### config.mk
export PLATFORM = sky130hd
export DESIGN_NAME = score_collector
export DESIGN_NICKNAME = d
export VERILOG_FILES = /design/src/rtl/score_collector.sv
export SDC_FILE = /design/constraint.sdc
export NUM_CORES = 1
export LEC_CHECK = 0
export ABC_AREA = 1
export BUFFER_PORTS_ARGS = -buffer_cell sky130_fd_sc_hd__clkbuf_2
export CAP_MARGIN = 0
export CORE_MARGIN = 3
export CORE_UTILIZATION = 54
export DETAILED_ROUTE_END_ITERATION = 12
export PLACE_DENSITY = 0.74
export SYNTH_ARGS = -nofsm -noshare
export SYNTH_HDL_FRONTEND = slang
export SYNTH_SLANG_ARGS = --single-unit
### constraint.sdc
create_clock -name clk -period 3.15 [get_ports clk]
set_input_delay 0.1575 -clock clk [delete_from_list [all_inputs] [get_ports clk]]
set_output_delay 0.1575 -clock clk [all_outputs]
set_load 0.02 [all_outputs]
### src/rtl/score_collector.sv
// score_collector: buffers serialized scores in a FIFO and tags each entry
// with its weight index within the group (0..NUM_WEIGHTS-1) and a
// last-of-group flag.
// Optional macro SCORE_ARGMIN_EN adds a per-group minimum/argmin tracker.
// Without it, the best_* outputs are tied to zero.
module score_collector #(
    parameter int NUM_WEIGHTS = 400,
    parameter int DEPTH       = 16
) (
    input  logic        clk,
    input  logic        rst_n,
    input  logic        clear,
    input  logic        in_valid,
    input  logic [31:0] in_data,
    output logic        in_ready,
    output logic        m_valid,
    input  logic        m_ready,
    output logic [31:0] m_data,
    output logic [8:0]  m_idx,
    output logic        m_last,
    output logic        overflow,
    output logic        best_valid,
    output logic [31:0] best_val,
    output logic [8:0]  best_idx
);
    localparam int AW = $clog2(DEPTH);
    localparam int IW = 9;
    localparam logic [IW-1:0] LAST_IDX = IW'(NUM_WEIGHTS - 1);
    localparam logic [AW:0]   FULL_CNT = (AW + 1)'(DEPTH);

    typedef struct packed {
        logic [31:0]   data;
        logic [IW-1:0] idx;
        logic          last;
    } entry_t;

    entry_t          r_mem [DEPTH];
    logic [AW-1:0]   r_wr_ptr;
    logic [AW-1:0]   r_rd_ptr;
    logic [AW:0]     r_count;
    logic [IW-1:0]   r_wr_idx;
    logic            r_overflow;

    logic            w_wr;
    logic            w_rd;
    logic            w_wr_last;
    entry_t          w_head;

    // A full FIFO refuses writes even if a pop happens in the same cycle.
    assign in_ready  = (r_count != FULL_CNT);
    assign m_valid   = (r_count != '0);
    assign w_wr      = in_valid && in_ready;
    assign w_rd      = m_valid && m_ready;
    assign w_wr_last = (r_wr_idx == LAST_IDX);
    assign w_head    = r_mem[r_rd_ptr];
    assign m_data    = w_head.data;
    assign m_idx     = w_head.idx;
    assign m_last    = w_head.last;
    assign overflow  = r_overflow;

    // Storage array: no reset needed, every read is qualified by m_valid.
    always_ff @(posedge clk) begin
        if (w_wr && !clear)
            r_mem[r_wr_ptr] <= '{data: in_data, idx: r_wr_idx, last: w_wr_last};
    end

    // Pointers, occupancy, group index and sticky overflow; clear wins over traffic.
    always_ff @(posedge clk or negedge rst_n) begin
        if (!rst_n) begin
            r_wr_ptr   <= '0;
            r_rd_ptr   <= '0;
            r_count    <= '0;
            r_wr_idx   <= '0;
            r_overflow <= 1'b0;
        end else if (clear) begin
            r_wr_ptr   <= '0;
            r_rd_ptr   <= '0;
            r_count    <= '0;
            r_wr_idx   <= '0;
            r_overflow <= 1'b0;
        end else begin
            if (w_wr) begin
                r_wr_ptr <= r_wr_ptr + 1'b1;
                r_wr_idx <= w_wr_last ? '0 : r_wr_idx + 1'b1;
            end
            if (w_rd)
                r_rd_ptr <= r_rd_ptr + 1'b1;
            case ({w_wr, w_rd})
                2'b10:   r_count <= r_count + 1'b1;
                2'b01:   r_count <= r_count - 1'b1;
                default: r_count <= r_count;
            endcase
            if (in_valid && !in_ready)
                r_overflow <= 1'b1;
        end
    end

`ifdef SCORE_ARGMIN_EN
    logic [31:0]   r_min_val;
    logic [IW-1:0] r_min_idx;
    logic          r_best_valid;
    logic [31:0]   r_best_val;
    logic [IW-1:0] r_best_idx;
    logic          w_take;
    logic [31:0]   w_min_val;
    logic [IW-1:0] w_min_idx;

    // Index 0 restarts the running minimum; strict less-than keeps the earliest tie.
    assign w_take    = (r_wr_idx == '0) || (in_data < r_min_val);
    assign w_min_val = w_take ? in_data  : r_min_val;
    assign w_min_idx = w_take ? r_wr_idx : r_min_idx;

    // Running min over accepted writes; publish and pulse on the group's last write.
    always_ff @(posedge clk or negedge rst_n) begin
        if (!rst_n) begin
            r_min_val    <= '0;
            r_min_idx    <= '0;
            r_best_valid <= 1'b0;
            r_best_val   <= '0;
            r_best_idx   <= '0;
        end else if (clear) begin
            r_min_val    <= '0;
            r_min_idx    <= '0;
            r_best_valid <= 1'b0;
            r_best_val   <= '0;
            r_best_idx   <= '0;
        end else begin
            r_best_valid <= w_wr && w_wr_last;
            if (w_wr) begin
                r_min_val <= w_min_val;
                r_min_idx <= w_min_idx;
                if (w_wr_last) begin
                    r_best_val <= w_min_val;
                    r_best_idx <= w_min_idx;
                end
            end
        end
    end

    assign best_valid = r_best_valid;
    assign best_val   = r_best_val;
    assign best_idx   = r_best_idx;
`else
    assign best_valid = 1'b0;
    assign best_val   = '0;
    assign best_idx   = '0;
`endif

endmodule

==> results of run 1 <==
==> layout make-up <==
cell class / count / area, um^2 / area share (%)
multi-input combinational: 1140 / 6046 / 19.40
clock inverter: 30 / 335.3 / 1.076
inverter: 34 / 140.1 / 0.4496
tap: 672 / 840.8 / 2.698
clock buffer: 88 / 1871 / 6.001
timing repair buffer: 147 / 1169 / 3.749
sequential: 695 / 20770 / 66.63
==> flip-flops by register name, summed over array words and instances (netlist names) <==
signal / count
r_wr_ptr: 4
overflow: 1
r_rd_ptr: 4
r_wr_idx: 9
r_count: 5
r_mem: 672
==> cell usage in the layout, fill, tap and decap left out, types with 3 or more instances in the layout <==
cell type / instances
nand3_2: 3
nor2_1: 344
a21oi_1: 5
clkbuf_8: 3
clkbuf_16: 71
nor3_1: 6
buf_12: 17
dfrtp_4: 3
bufinv_16: 7
clkinv_1: 10
clkbuf_2: 81
o21ai_1: 16
xor2_1: 8
conb_1: 42
o221ai_1: 138
clkbuf_1: 14
edfxtp_1: 672
o21ai_0: 331
buf_4: 27
nor2_4: 19
inv_1: 23
clkinvlp_4: 3
nand2_1: 68
inv_2: 8
dlygate4sd3_1: 22
dfrtp_1: 19
clkinv_2: 8
o211ai_1: 30
nand2_2: 4
nand3_1: 71
ha_1: 8
nand4_1: 3
o22ai_1: 36
==> per-stage QoR <==
| stage | setup TNS, ps | power [uW] |
|---|---|---|
| after global routing | -528.9 | 26340 |
| after global placement | 0 | 17050 |
| after detailed placement | 0 | 17270 |
| after CTS | 0 | 25290 |
| after floorplan | -37590 | 15210 |
| final | 0 | 25220 |
==> cells in the mapped netlist <==
| master | count |
|---|---|
| a211oi_1 | 1 |
| a21oi_1 | 5 |
| buf_1 | 4 |
| buf_2 | 43 |
| buf_4 | 46 |
| buf_6 | 2 |
| clkbuf_1 | 86 |
| clkbuf_2 | 1 |
| clkinv_1 | 1 |
| conb_1 | 1 |
| dfrtp_1 | 23 |
| edfxtp_1 | 672 |
| ha_1 | 8 |
| inv_1 | 24 |
| inv_2 | 8 |
| inv_4 | 1 |
| nand2_1 | 68 |
| nand2_2 | 4 |
| nand2_4 | 2 |
| nand3_1 | 71 |
| nand3_2 | 3 |
| nand3_4 | 1 |
| nand4_1 | 3 |
| nor2_1 | 360 |
| nor2_2 | 1 |
| nor2_4 | 3 |
| nor3_1 | 6 |
| o211ai_1 | 30 |
| o21a_1 | 1 |
| o21ai_0 | 331 |
| o21ai_1 | 16 |
| o21bai_1 | 1 |
| o221ai_1 | 138 |
| o22ai_1 | 36 |
| xnor2_1 | 1 |
| xor2_1 | 8 |
==> worst max path at each step <==
stage	from	endpoint	slack (ps)	cells after the start
3_5_place_dp	clear	r_mem[13][8]	610	5
4_1_cts	r_rd_ptr[0]	m_data[7]	80	6
2_1_floorplan	r_count[0]	r_mem[11][0]	-80	7
3_3_place_gp	clear	r_mem[13][5]	670	5
5_1_grt	r_rd_ptr[0]	m_data[14]	-70	6
6_report	r_rd_ptr[0]	m_data[7]	70	6
==> report_power, final <==
group	total, uW	internal [uW]	leakage [uW]	switching, uW
clock network	8030	4760	0.00107	3270
logic	6720	1880	0.00283	4840
registers	10500	10400	0.00640	116
==> routing by layer <==
layer,wire length [um],vias up
li1,-,7685
met5,0,-
met4,1559,0
met1,26130,8623
met3,6186,136
met2,32190,940
==> kinds of logic (layout without fill, tap and decap cells) <==
family                   count (synthesis)  in the layout  synth area share, %
AO/OA/AOI/OAI                          559            559                12.48
XOR/XNOR                                 9              9               0.2858
adder cells (fa/ha/maj)                  8              8               0.3629
buffers and inverters                  216            299                3.829
flip-flops                             695            695                75.25
other                                    1             42              0.01360
AND/OR/NAND/NOR                        522            522                7.780
==> what timing repair did <==
action,4_1_cts,5_1_grt
endpoints found under the setup margin,0,12
endpoints found under the hold margin,303,0
hold buffers,22,0
==> flow_metrics.env, run 1 <==
export IMPL_netlist_area_leader_share_pct=73.16
export IMPL_cts_sinks=695
export IMPL_path_clk_slew_ps=60
export IMPL_start_kind="flip-flop"
export IMPL_routedWlPerCell_um=23.54
export IMPL_power_per_cell_area_nw_per_um2=809.0
export IMPL_cts_max_path_buffers=3
export IMPL_vias=17380
export IMPL_worstHoldStart="in_data[1]"
export IMPL_cts_resized=0
export IMPL_ys_types=36
export IMPL_arrival_ps=2920
export IMPL_rows=82
export IMPL_rsz0062_at_grt="true"
export IMPL_endpoint_kind="output pin"
export IMPL_cpLargestDelayFamily="buffers and inverters"
export IMPL_crit_type="reg2out"
export IMPL_slew_violations=0
export IMPL_period_needed_ps=3081
export IMPL_use_met1_pct=34.26
export IMPL_postLayoutCellArea_um2=31170
export IMPL_reg2reg_to="r_mem[13][7]"
export IMPL_finalHoldViolCount=0
export IMPL_dieWidth_um=232.0
export IMPL_cts_tree="done"
export IMPL_ff2ff_path_depth=7
export IMPL_antenna_found_initial=0
export IMPL_synth_seq_cells=695
export IMPL_synth_cell_area_um2=27580
export IMPL_slowest_stage="buf_4"
export IMPL_fp_dieH_um=232.0
export IMPL_pre_cts_ws_ps=611.8
export IMPL_grt_ovfl_total=0
export IMPL_cts_root_buffer="clkbuf_16"
export IMPL_slew_headroom_pct=30.07
export IMPL_cts_buffers=69
export IMPL_io_buffer_count=81
export IMPL_antenna_left=0
export IMPL_syn_avg_cell_area_um2=13.72
export IMPL_whs_path_depth=1
export IMPL_syn_inst=2010
export IMPL_ys_seq_area_share_pct=75.25
export IMPL_hold_ws_ps=23.21
export IMPL_drc=0
export IMPL_grt_pass1_wl_um=100200
export IMPL_area_delta_synth_final_pct=13.00
export IMPL_path_max_fanout=99
export IMPL_grt_max_degree=170
export IMPL_cts_htree_levels=3
export IMPL_setup_slack_ps=68.73
export IMPL_yosys_top_cells_area="edfxtp_1 73%, o21ai_0 6.0%, nor2_1 4.9%"
export IMPL_dieArea_um2=53830
export IMPL_hold_class="in2reg"
export IMPL_grt_pass1_vias=16950
export IMPL_worst_ep_required_time_ps=2990
export IMPL_dp_cells=2666
export IMPL_initialDrtViolationCount=1989
export IMPL_use_met2_pct=39.08
export IMPL_setup_viol_count_final=0
export IMPL_synth_warnings=0
export IMPL_cp_slowest_stage_delay_ps=740
export IMPL_min_period_over_period_pct=97.82
export IMPL_firstDrtPassIters=7
export IMPL_diodes=0
export IMPL_post_route_util_pct=62.00
export IMPL_max_cap_viol_count=0
export IMPL_core_region_area_um2=50270
export IMPL_ios=124
export IMPL_ir_drop_v=0.0007739
export IMPL_status="completed"
export IMPL_fin_skew_ps=12.87
export IMPL_instances_no_fill=2806
export IMPL_wirelength_um=66070
export IMPL_whs_endpoint="r_mem[6][11]"
export IMPL_grt_busiest_layer="met2"
export IMPL_rr_startpoint="r_count[0]"
export IMPL_grtUsageTotal_pct=24.43
export IMPL_tightest_slew_ps=1049
export IMPL_place_area_um2=28740
export IMPL_gr_usage_met3_pct=4.514
export IMPL_place_congestion=0.7821
export IMPL_postCtsSetupRepairBufs=0
export IMPL_nets=2132
export IMPL_viasPerCell=6.195
export IMPL_cp_cell_sequence="buf_4 -> o21ai_0 -> o221ai_1 -> nand3_1 -> nand2_1 -> clkbuf_2"
export IMPL_fillCellCount=3599
export IMPL_initial_core_util_pct=54.87
export IMPL_hpwl_um=33360
export IMPL_clk_latency_ps=590
export IMPL_critPathBufInv=2
export IMPL_yosysTopAreaCell="edfxtp_1"
export IMPL_fmax_mhz=324.5
export IMPL_p_leak_uw=0.01031
export IMPL_drive_above_1_share_pct=12.37
export IMPL_r2r_setup_slack_ps=690
No activity file was read; power rests on OpenSTA's default activity.
==> run 2, diff against run 1 <==
Settings changed: RECOVER_POWER from default to 100.
==> run 2 against run 1 <==
Sequential power about the same. Setup slack improved by 4.6 ps. Clock power about the same. Critical path depth unchanged. Sequential cell count unchanged. Die area unchanged. Clock skew increased by 3.3 ps. Power decreased by 0.30%. Combinational power decreased by 1%.
==> flow_metrics.env, run 2 (same netlist as run 1, synthesis figures left out) <==
export IMPL_regArea_um2=20770
export IMPL_nets=2132
export IMPL_firstDrtPassIters=5
export IMPL_area_delta_synth_final_pct=12.29
export IMPL_cts_root_buffer="clkbuf_16"
export IMPL_max_cap_viol_count=0
export IMPL_grt_pass1_vias=16950
export IMPL_reg2reg_to="r_mem[13][7]"
export IMPL_endpoint="m_data[7]"
export IMPL_antenna_left=0
export IMPL_status="completed"
export IMPL_ios=124
export IMPL_drc=0
export IMPL_drive_above_1_share_pct=9.841
export IMPL_hpwl_um=33360
export IMPL_p_leak_uw=0.01014
export IMPL_cp_cell_sequence="buf_4 -> o21ai_0 -> o221ai_1 -> nand3_1 -> nand2_1 -> clkbuf_2"
export IMPL_core_region_area_um2=50270
export IMPL_hold_ws_ps=134.1
export IMPL_wirelength_um=66040
export IMPL_crit_type="reg2out"
export IMPL_largest_register="r_mem"
export IMPL_antenna_found_initial=0
export IMPL_setup_slack_ps=73.37
export IMPL_rsz0062_at_grt="true"
export IMPL_grtUsageTotal_pct=24.43
export IMPL_dp_cells=2666
export IMPL_instances_no_fill=2806
export IMPL_slowest_stage="buf_4"
export IMPL_pre_cts_ws_ps=611.8
export IMPL_cts_htree_levels=3
export IMPL_path_clk_slew_ps=60
export IMPL_ff2ff_path_depth=7
export IMPL_place_area_um2=28740
export IMPL_hold_class="in2reg"
export IMPL_slew_headroom_pct=7.069
export IMPL_initial_core_util_pct=54.87
export IMPL_routedWlPerCell_um=23.53
export IMPL_start_kind="flip-flop"
export IMPL_initialDrtViolationCount=1884
export IMPL_cts_sinks=695
export IMPL_slew_violations=0
export IMPL_worst_ep_required_time_ps=2990
export IMPL_largest_reg_flops=672
export IMPL_grt_ovfl_total=0
export IMPL_place_congestion=0.7821
export IMPL_largestRegisters="r_mem: 672 flops, r_wr_idx: 9 flops, r_count: 5 flops"
export IMPL_rows=82
export IMPL_rr_startpoint="r_count[2]"
export IMPL_ir_drop_v=0.0007702
export IMPL_grt_pass1_wl_um=100200
export IMPL_cts_resized=0
export IMPL_io_buffer_count=81
export IMPL_mostFrequentLayoutCells="672 x edfxtp_1, 346 x nor2_1, 331 x o21ai_0"
export IMPL_min_period_over_period_pct=97.67
export IMPL_period_needed_ps=3077
export IMPL_cp_slowest_stage_delay_ps=760
export IMPL_endpoint_kind="output pin"
export IMPL_fin_skew_ps=16.19
export IMPL_postLayoutCellArea_um2=30970
export IMPL_cts_buffers=69
export IMPL_viasPerCell=6.215
export IMPL_multi_input_area_um2=5991
export IMPL_finalHoldViolCount=0
export IMPL_fmax_mhz=325.0
export IMPL_path_max_fanout=99
export IMPL_power_per_cell_area_nw_per_um2=811.7
export IMPL_tightest_slew_ps=1394
export IMPL_final_common_cell="edfxtp_1"
export IMPL_grt_max_degree=170
export IMPL_vias=17440
export IMPL_cts_tree="done"
export IMPL_arrival_ps=2920
export IMPL_fp_dieH_um=232.0
export IMPL_cts_max_path_buffers=3
export IMPL_r2r_setup_slack_ps=90
export IMPL_diodes=0
export IMPL_clk_latency_ps=590
export IMPL_dieArea_um2=53830
export IMPL_dieWidth_um=232.0
export IMPL_setup_viol_count_final=0
export IMPL_critPathLaunch="r_rd_ptr[0]"
export IMPL_fillCellCount=3649
## run 2: worst max-delay path, delay by kind of cell, from the launching register on
kind,cells,cell delay [ps]
compound gates,2,590
buf+inv,2,950
simple gates,2,290
flops,1,480
## run 2: area by class of cell
type                       instances  area share (%)
clock inverter                    30           1.083
inverter                          34          0.4524
multi-input combinational       1140           19.34
clock buffer                      88           6.039
timing repair buffer             147           3.321
tap                              672           2.715
sequential                       695           67.05
## run 2: timing repair
item	in CTS	in global routing
setup buffers	0	0
endpoints found under the hold margin	303	0
hold buffers	22	0
setup endpoints to repair	0	12
## run 2: power by group
part	total, uW	switching (uW)	internal, uW
registers	10500	110	10400
clock network	8040	3280	4760
logic	6630	4810	1830
## run 2: worst min-delay path by stage
| stage | slack, ps | cells past startpoint | startpoint | to |
|---|---|---|---|---|
| 2_1_floorplan | -140 | 0 | rst_n | overflow |
| 3_3_place_gp | 190 | 1 | rst_n | r_count[3] |
| 3_5_place_dp | 200 | 1 | rst_n | r_count[3] |
| 4_1_cts | 5 | 1 | in_data[12] | r_mem[5][22] |
| 5_1_grt | 140 | 1 | in_data[1] | r_mem[6][11] |
| 6_report | 130 | 1 | in_data[1] | r_mem[6][11] |
## run 2: metal layers
metal  global-route usage, %  part of all wire [%]  up-vias
met5                       0                     0        -
met3                   4.514                   9.8      138
met1                   34.26                    39     8632
li1                        -                     -     7691
met2                   39.08                    48      978
met4                   8.153                   2.3        0
## run 2: per-stage QoR
stage | utilization [%] | total power, uW | setup TNS (ps)
3_3_place_gp | 57.17 | 17050 | 0
2_1_floorplan | - | 15210 | -37590
5_1_grt | 61.61 | 26270 | -4682
3_5_place_dp | 57.17 | 17270 | 0
4_1_cts | 62.00 | 25290 | 0
6_report | 61.61 | 25140 | 0
==> run 3, diff against run 2 <==
Settings changed: REMOVE_ABC_BUFFERS from default to 1.
==> run 3 against run 2 <==
Sequential power about the same. Worst hold slack worse by 77 ps. Sequential share of layout area about the same. Clock power down 3.4%. Final area about the same. Maximum frequency up 1.7%. First-iteration DRC count up 19%. Count of clock-buffer cells in the layout unchanged. Non-clock buffer count up 16. Power down 1.2%. Largest cell class unchanged. Highest routed layer is now met5.
==> flow_metrics.env, run 3 (same netlist as run 1, synthesis figures left out) <==
export IMPL_status="completed"
export IMPL_diodes=0
export IMPL_grt_pass1_vias=17460
export IMPL_hold_class="in2reg"
export IMPL_initial_core_util_pct=54.87
export IMPL_period_needed_ps=3026
export IMPL_clk_latency_ps=600
export IMPL_tightest_slew_ps=1364
export IMPL_hpwl_um=32480
export IMPL_drc=0
export IMPL_hold_ws_ps=56.72
export IMPL_finalHoldViolCount=0
export IMPL_antenna_left=0
export IMPL_largestRegisters="r_mem: 672 flops, r_wr_idx: 9 flops, r_count: 5 flops"
export IMPL_fin_skew_ps=22.37
export IMPL_core_region_area_um2=50270
export IMPL_vias=17540
export IMPL_initialDrtViolationCount=2245
export IMPL_p_leak_uw=0.01009
export IMPL_max_cap_viol_count=0
export IMPL_nets=2147
export IMPL_ios=124
export IMPL_largest_reg_flops=672
export IMPL_endpoint_kind="output pin"
export IMPL_setup_viol_count_final=0
export IMPL_io_buffer_count=81
export IMPL_wirelength_um=65500
export IMPL_rows=82
export IMPL_cts_htree_levels=3
export IMPL_arrival_ps=2870
export IMPL_fmax_mhz=330.5
export IMPL_cts_root_buffer="clkbuf_16"
export IMPL_place_congestion=0.7788
export IMPL_antenna_found_initial=1
export IMPL_routedWlPerCell_um=23.18
export IMPL_worst_ep_required_time_ps=2990
export IMPL_dieArea_um2=53830
export IMPL_cts_sinks=695
export IMPL_whs_path_depth=4
export IMPL_cts_resized=0
export IMPL_cts_tree="done"
export IMPL_dieWidth_um=232.0
export IMPL_largest_register="r_mem"
export IMPL_final_common_cell="edfxtp_1"
export IMPL_mostFrequentLayoutCells="672 x edfxtp_1, 348 x nor2_1, 332 x o21ai_0"
export IMPL_grtUsageTotal_pct=24.18
export IMPL_viasPerCell=6.208
export IMPL_path_max_fanout=42
export IMPL_drive_above_1_share_pct=8.496
export IMPL_firstDrtPassIters=5
export IMPL_postCtsSetupRepairBufs=0
export IMPL_ff2ff_path_depth=7
export IMPL_start_kind="flip-flop"
export IMPL_min_period_over_period_pct=96.06
export IMPL_cts_max_path_buffers=3
export IMPL_slew_violations=0
export IMPL_ir_drop_v=0.0007699
export IMPL_rsz0062_at_grt="false"
export IMPL_slew_headroom_pct=9.086
export IMPL_fp_dieH_um=232.0
export IMPL_path_clk_slew_ps=60
export IMPL_grt_max_degree=170
export IMPL_grt_ovfl_total=0
export IMPL_power_per_cell_area_nw_per_um2=801.8
export IMPL_area_delta_synth_final_pct=12.30
export IMPL_cts_buffers=68
export IMPL_grt_pass1_wl_um=99680
export IMPL_cts_hold_buf=36
export IMPL_crit_type="reg2out"
export IMPL_post_route_util_pct=61.61
[run 3: changes by cell type in the layout (fill, tap and decap cells not counted), sizes merged]
cell         previous run  this run
dlygate4sd3            22        36
clkinv                 19        26
bufinv                  7         4
clkbuf                190       192
clkinvlp                3         1
inv                    35        37
[run 3: cell type report]
type	instances	area, um^2
clock buffer	88	1841
clock inverter	34	292.8
fill	3646	19300
inverter	34	140.1
multi-input combinational	1140	5983
sequential	695	20770
tap	672	840.8
timing repair buffer	163	1110
[run 3: per-stage QoR]
stage | setup WS, ps | instances | TNS (ps) | instance area, um^2 | total power (uW)
2_1_floorplan | -7505 | 1869 | -335640 | 26810 | 14530
3_3_place_gp | 902.5 | 2668 | 0 | 28780 | 17080
3_5_place_dp | 827.6 | 2668 | 0 | 28780 | 17310
4_1_cts | 168.9 | 2826 | 0 | 31280 | 25080
5_1_grt | 35.61 | 2826 | 0 | 30970 | 25970
6_report | 124.2 | 2826 | 0 | 30970 | 24840
[run 3: power breakdown]
| group | leakage (uW) | switching (uW) | internal (uW) |
|---|---|---|---|
| registers | 0.00640 | 117 | 10400 |
| logic | 0.00264 | 4810 | 1780 |
| clock network | 0.00105 | 3300 | 4470 |
[run 3: critical path: stages (launching register included)]
cell and delay (ps):
dfrtp_4 500, inv_4 420, clkbuf_4 460, o21ai_0 150, o221ai_1 210, nand3_1 140, nand2_1 120, clkbuf_1 240
[run 3: per-layer routing]
| metal | routed length (um) | global-route usage, % |
|---|---|---|
| met5 | 9 | 0 |
| met2 | 31720 | 39.67 |
| met3 | 5891 | 3.987 |
| met1 | 26040 | 32.86 |
| met4 | 1828 | 9.140 |
[run 3: path summary, 6_finish.rpt]
path	to	slack (ps)	startpoint
setup / recovery	m_data[9]	120	r_rd_ptr[1]
hold / removal	r_rd_ptr[0]	60	m_ready
setup reg to reg	r_mem[15][12]	210	r_count[0]
hold reg to reg	r_count[3]	580	r_count[3]
max in group asynchronous	r_rd_ptr[2]	1760	rst_n
min in group asynchronous	overflow	410	rst_n
